File: config.mk
export PLATFORM = sky130hd
export DESIGN_NAME = uart_tx_fifo
export DESIGN_NICKNAME = d
export VERILOG_FILES = /design/src/rtl/uart_tx_fifo.sv
export SDC_FILE = /design/constraint.sdc
export NUM_CORES = 1
export LEC_CHECK = 0
export CELL_PAD_IN_SITES_DETAIL_PLACEMENT = 1
export CELL_PAD_IN_SITES_GLOBAL_PLACEMENT = 1
export CORE_UTILIZATION = 52
export CTS_BUF_LIST = sky130_fd_sc_hd__clkbuf_8 sky130_fd_sc_hd__clkbuf_16
export CTS_CLUSTER_SIZE = 30
export DETAILED_ROUTE_END_ITERATION = 7
export PLACE_DENSITY = 0.82
export SYNTH_ARGS = -nofsm -noshare
export SYNTH_HDL_FRONTEND = slang
export SYNTH_SLANG_ARGS = --single-unit
File: constraint.sdc
create_clock -name clk -period 3.6 [get_ports clk]
set_input_delay 1.08 -clock clk [delete_from_list [all_inputs] [get_ports clk]]
set_output_delay 1.08 -clock clk [all_outputs]
set_load 0.005 [all_outputs]
File: src/rtl/uart_tx_fifo.sv
// Byte FIFO feeding an 8N1 UART transmitter, LSB first, no idle gap between queued frames.
// Define UART_TX_PARITY_EN to add an even-parity bit between the data and stop bits.
module uart_tx_fifo #(
    parameter int CLKS_PER_BIT = 434,
    parameter int FIFO_DEPTH   = 16,
    parameter int ADDR_W       = 4
) (
    input  logic              clk,
    input  logic              rst,
    input  logic              wr_en,
    input  logic [7:0]        wr_data,
    output logic              full,
    output logic              empty,
    output logic [ADDR_W:0]   fifo_count,
    output logic              overflow,
    output logic              tx_busy,
    output logic              tx_data
);

    localparam int BW = $clog2(CLKS_PER_BIT);
    localparam logic [BW-1:0]   BAUD_LAST = BW'(CLKS_PER_BIT - 1);
    localparam logic [ADDR_W:0] DEPTH_C   = (ADDR_W + 1)'(FIFO_DEPTH);

`ifdef UART_TX_PARITY_EN
    typedef enum logic [2:0] {IDLE, START, DATA, PARITY, STOP} state_t;
`else
    typedef enum logic [1:0] {IDLE, START, DATA, STOP} state_t;
`endif

    state_t            state, state_n;
    logic [BW-1:0]     baud_cnt, baud_n;
    logic [2:0]        bit_cnt, bit_n;
    logic [7:0]        shift_reg, shift_n;
    logic              tx_q, tx_n;
    logic [7:0]        mem [FIFO_DEPTH];
    logic [ADDR_W-1:0] wr_ptr, rd_ptr;
    logic [ADDR_W:0]   count;
    logic              push, pop, baud_done;
`ifdef UART_TX_PARITY_EN
    logic              par_q, par_n;
`endif

    assign full       = (count == DEPTH_C);
    assign empty      = (count == '0);
    assign fifo_count = count;
    assign tx_busy    = (state != IDLE);
    assign tx_data    = tx_q;
    assign push       = wr_en && !full;
    assign baud_done  = (baud_cnt == BAUD_LAST);

    always_comb begin
        state_n = state;
        baud_n  = baud_cnt;
        bit_n   = bit_cnt;
        shift_n = shift_reg;
        tx_n    = tx_q;
        pop     = 1'b0;
`ifdef UART_TX_PARITY_EN
        par_n   = par_q;
`endif
        if (state != IDLE)
            baud_n = baud_done ? '0 : baud_cnt + BW'(1);
        case (state)
            IDLE:  pop = !empty;
            START: if (baud_done) begin
                tx_n    = shift_reg[0];
                state_n = DATA;
            end
            DATA: if (baud_done) begin
                if (bit_cnt == 3'd7) begin
`ifdef UART_TX_PARITY_EN
                    tx_n    = par_q;
                    state_n = PARITY;
`else
                    tx_n    = 1'b1;
                    state_n = STOP;
`endif
                end else begin
                    shift_n = {1'b0, shift_reg[7:1]};
                    tx_n    = shift_reg[1];
                    bit_n   = bit_cnt + 3'd1;
                end
            end
`ifdef UART_TX_PARITY_EN
            PARITY: if (baud_done) begin
                tx_n    = 1'b1;
                state_n = STOP;
            end
`endif
            STOP: if (baud_done) begin
                pop     = !empty;
                state_n = IDLE;
            end
            default: state_n = IDLE;
        endcase
        // a pop always launches a start bit, from IDLE or straight out of STOP
        if (pop) begin
            shift_n = mem[rd_ptr];
            tx_n    = 1'b0;
            bit_n   = '0;
            baud_n  = '0;
            state_n = START;
`ifdef UART_TX_PARITY_EN
            par_n   = ^mem[rd_ptr];
`endif
        end
    end

    always_ff @(posedge clk or negedge rst) begin
        if (!rst) begin
            state     <= IDLE;
            baud_cnt  <= '0;
            bit_cnt   <= '0;
            shift_reg <= '0;
            tx_q      <= 1'b1;
            wr_ptr    <= '0;
            rd_ptr    <= '0;
            count     <= '0;
            overflow  <= 1'b0;
`ifdef UART_TX_PARITY_EN
            par_q     <= 1'b0;
`endif
        end else begin
            state     <= state_n;
            baud_cnt  <= baud_n;
            bit_cnt   <= bit_n;
            shift_reg <= shift_n;
            tx_q      <= tx_n;
`ifdef UART_TX_PARITY_EN
            par_q     <= par_n;
`endif
            if (push)
                wr_ptr <= wr_ptr + ADDR_W'(1);
            if (pop)
                rd_ptr <= rd_ptr + ADDR_W'(1);
            if (push && !pop)
                count <= count + (ADDR_W + 1)'(1);
            else if (pop && !push)
                count <= count - (ADDR_W + 1)'(1);
            if (wr_en && full)
                overflow <= 1'b1;
        end
    end

    always_ff @(posedge clk) begin
        if (push)
            mem[wr_ptr] <= wr_data;
    end

endmodule
==> results.cfg <==
[clock_network]
clkTransAtPathRegs_ns = 0.07
clkSinkCount = 165
post_cts_buffers = 0
cts_max_path_buffers = 2
cts_tree = built
ctsResizeCount = 0
clk_latency_ns = 0.44
h-tree-depth = 4
cts_hold_repair.buffers = 0
cts-buffers-inserted = 17
cts-root-buf = clkbuf_16

[floorplanning]
die_w_um = 119
ios = 21
row_count = 42
die_h_um = 119
start_util = 0.534
core_um2 = 13300
die_area_um2 = 14100

[timing]
layout_worst_path_cycle_share = 0.923
final-hold-violation-count = 0
slew_headroom = 0.308
finClkSkew_ns = 0.0166
grt_setup_unrepaired = false
worst_pin_slew_ns = 1.04
drv_slew = 0
period_minus_slack_ns = 3.32
fmax_mhz = 301
whs_ns = 0.467
fin_tns_setup_ns = 0
setup_viol = 0

[cells_and_area]
nFillCells = 1194
synthToLayoutAreaGrowth_pct = 15.6
diodes = 0
multi_input_area_um2 = 2150
seq_area_um2 = 4770
nets = 515
layout-drive-gt1-share = 0.183
largest_reg_flops = 128

[global_route]
globalRouteMet1Util = 0.296
grt_max_degree = 38
grt_pass1_vias = 4324
grt_use_met2 = 0.432
grt_pass1_wl_mm = 24.6
antenna_found_initial = 0
track_usage = 0.247
grt_overflow = 0
use_met3 = 0.0584
grt-busiest-layer = met2

[critical_path]
critical_path_class = flip-flop to primary output
reg2reg_depth = 13
crit_start = fifo_count[1]$_DFFE_PN0P_
start_kind = flip-flop
critical_path.endpoint = full
critPathCaptureType = primary output
r2r-start = state[0]$_DFFE_PN0P_
critPathRequiredTime_ns = 2.52
reg2reg_setup_slack_ns = 0.35
r2r_end = fifo_count[4]$_DFFE_PN0P_
arrival_ns = 2.24
crit_fanout = 5

[synth]
ys_types = 53
synth_top_area_frac = 0.541
syn_area_um2 = 7100
yosys.area.top_type = edfxtp_1
syn_avg_cell_area_um2 = 16.1
synth_seq_cells = 165
ys_warn_count = 0
async_reset_ff_frac = 0.224
synth_area_leaders = edfxtp_1 (54%), dfrtp_1 (13%), mux4_2 (6.7%), mux2i_1 (4.9%), ha_1 (3.5%)
synth_edf_count = 128
ys_seq_area_frac = 0.672
synthCells = 440
ys.flop_type = edfxtp_1
synth_nets = 472

[power_and_ir_drop]
ir_worst_vdd_uv = 428
leakagePower_uw = 0.00313
powerDensity_nw_per_um2 = 608

[placed_design]
gp_congestion = 0.821
dp_hpwl_mm = 10.2
numPortBuffers = 20

[routing]
wirelength_mm = 15.9
wire_per_inst_um = 23.7
vias = 3926
drt-initial-drc-count = 234
via_per_inst = 5.84
drc = 0
firstDrtPassIters = 5
final_antenna_net_count = 0

[flow_run]
maxCapViolCount = 0

[status]
outcome = completed

[worst_hold_path]
hold_class = flip-flop to flip-flop
==> routing by layer <==
| metal | routed length [um] | part of all wire | vias to the layer above |
|---|---|---|---|
| met4 | 207 | 0.013 | 0 |
| met5 | 0 | 0 | - |
| li1 | - | - | 1763 |
| met1 | 6330 | 0.40 | 2026 |
| met3 | 803 | 0.050 | 18 |
| met2 | 8600 | 0.54 | 119 |
==> stage by stage <==
step                      utilization  setup slack (ns)  area, um^2  instances  total power (uW)
after floorplan                     -             0.431        7100        440              2750
after global placement          0.570             0.265        7570        640              3000
after detailed placement        0.570             0.182        7570        640              3070
after CTS                       0.617             0.246        8210        672              5020
after global routing            0.617             0.102        8210        672              5150
final                           0.617             0.278        8210        672              4990
==> critical path, cell delays in order (launching register included) <==
cell and delay [ns]:
dfrtp_1 0.44, or4_4 0.60, nor2_1 0.20, clkdlybuf4s50_1 0.56
==> layout make-up <==
class | count | share of cell area
Timing Repair Buffer | 43 | 0.0448
Inverter | 17 | 0.00777
Clock inverter | 15 | 0.0253
Multi-Input combinational cell | 239 | 0.262
Tap cell | 176 | 0.0268
Sequential cell | 165 | 0.581
Clock buffer | 17 | 0.0518
==> cells by family (layout without fill, tap and decap cells) <==
| family | count (synthesis) | after routing | share of synthesized area |
|---|---|---|---|
| fa+ha+maj | 21 | 21 | 0.0381 |
| flops | 165 | 165 | 0.672 |
| simple gates | 81 | 81 | 0.0582 |
| xor+xnor | 18 | 18 | 0.0222 |
| buf+inv | 36 | 92 | 0.0250 |
| mux | 58 | 58 | 0.119 |
| compound gates | 61 | 61 | 0.0654 |
==> synthesized netlist by cell type (2+ instances only) <==
master    instances
edfxtp_1        128
nand3_1           2
and2_1            2
nor2b_1           3
or3_1             3
nor3_1            4
o21ai_1           2
ha_1             20
o21ai_0          10
or2_2             2
clkbuf_1          8
a21oi_1          12
a221oi_1         12
nand2b_1          2
o211a_1           6
nor2_1           36
buf_6             3
a22oi_1           6
xnor2_1          17
nand2_1          16
mux4_2           21
inv_1            16
mux2i_1          35
a211oi_1          3
nand4_1           2
buf_1             2
mux2_2            2
dfrtp_1          36
buf_4             5
==> report_power, final <==
group	internal (uW)	switching [uW]
sequential	2260	121
combinational	284	381
clock	1130	819
==> cells in the final DEF, fill, tap and decap left out, types with 3 or more instances in the layout <==
cell type          n
bufinv_16          3
nor2b_1            3
inv_8              4
o21ai_0           10
a221oi_1          12
or3_1              3
mux2i_1           35
clkdlybuf4s50_1   19
o211a_1            6
a22oi_1            6
inv_1             16
mux4_2            21
nand2_1           16
inv_6              5
ha_1              20
nor3_1             4
nor2_1            36
edfxtp_1         128
xnor2_1           17
buf_4             23
dfrtp_1           35
clkbuf_16         17
a211oi_1           3
a21oi_1           12
==> worst min path at each step <==
| stage | endpoint | cells past startpoint | startpoint | slack [ns] |
|---|---|---|---|---|
| floorplan | overflow$_DFFE_PN0P_ | 1 | overflow$_DFFE_PN0P_ | 0.45 |
| global placement | overflow$_DFFE_PN0P_ | 1 | overflow$_DFFE_PN0P_ | 0.44 |
| detailed placement | overflow$_DFFE_PN0P_ | 1 | overflow$_DFFE_PN0P_ | 0.46 |
| CTS | overflow$_DFFE_PN0P_ | 1 | overflow$_DFFE_PN0P_ | 0.47 |
| global route | overflow$_DFFE_PN0P_ | 1 | overflow$_DFFE_PN0P_ | 0.49 |
| finish | overflow$_DFFE_PN0P_ | 1 | overflow$_DFFE_PN0P_ | 0.47 |
(Power assumes the default switching activity.)
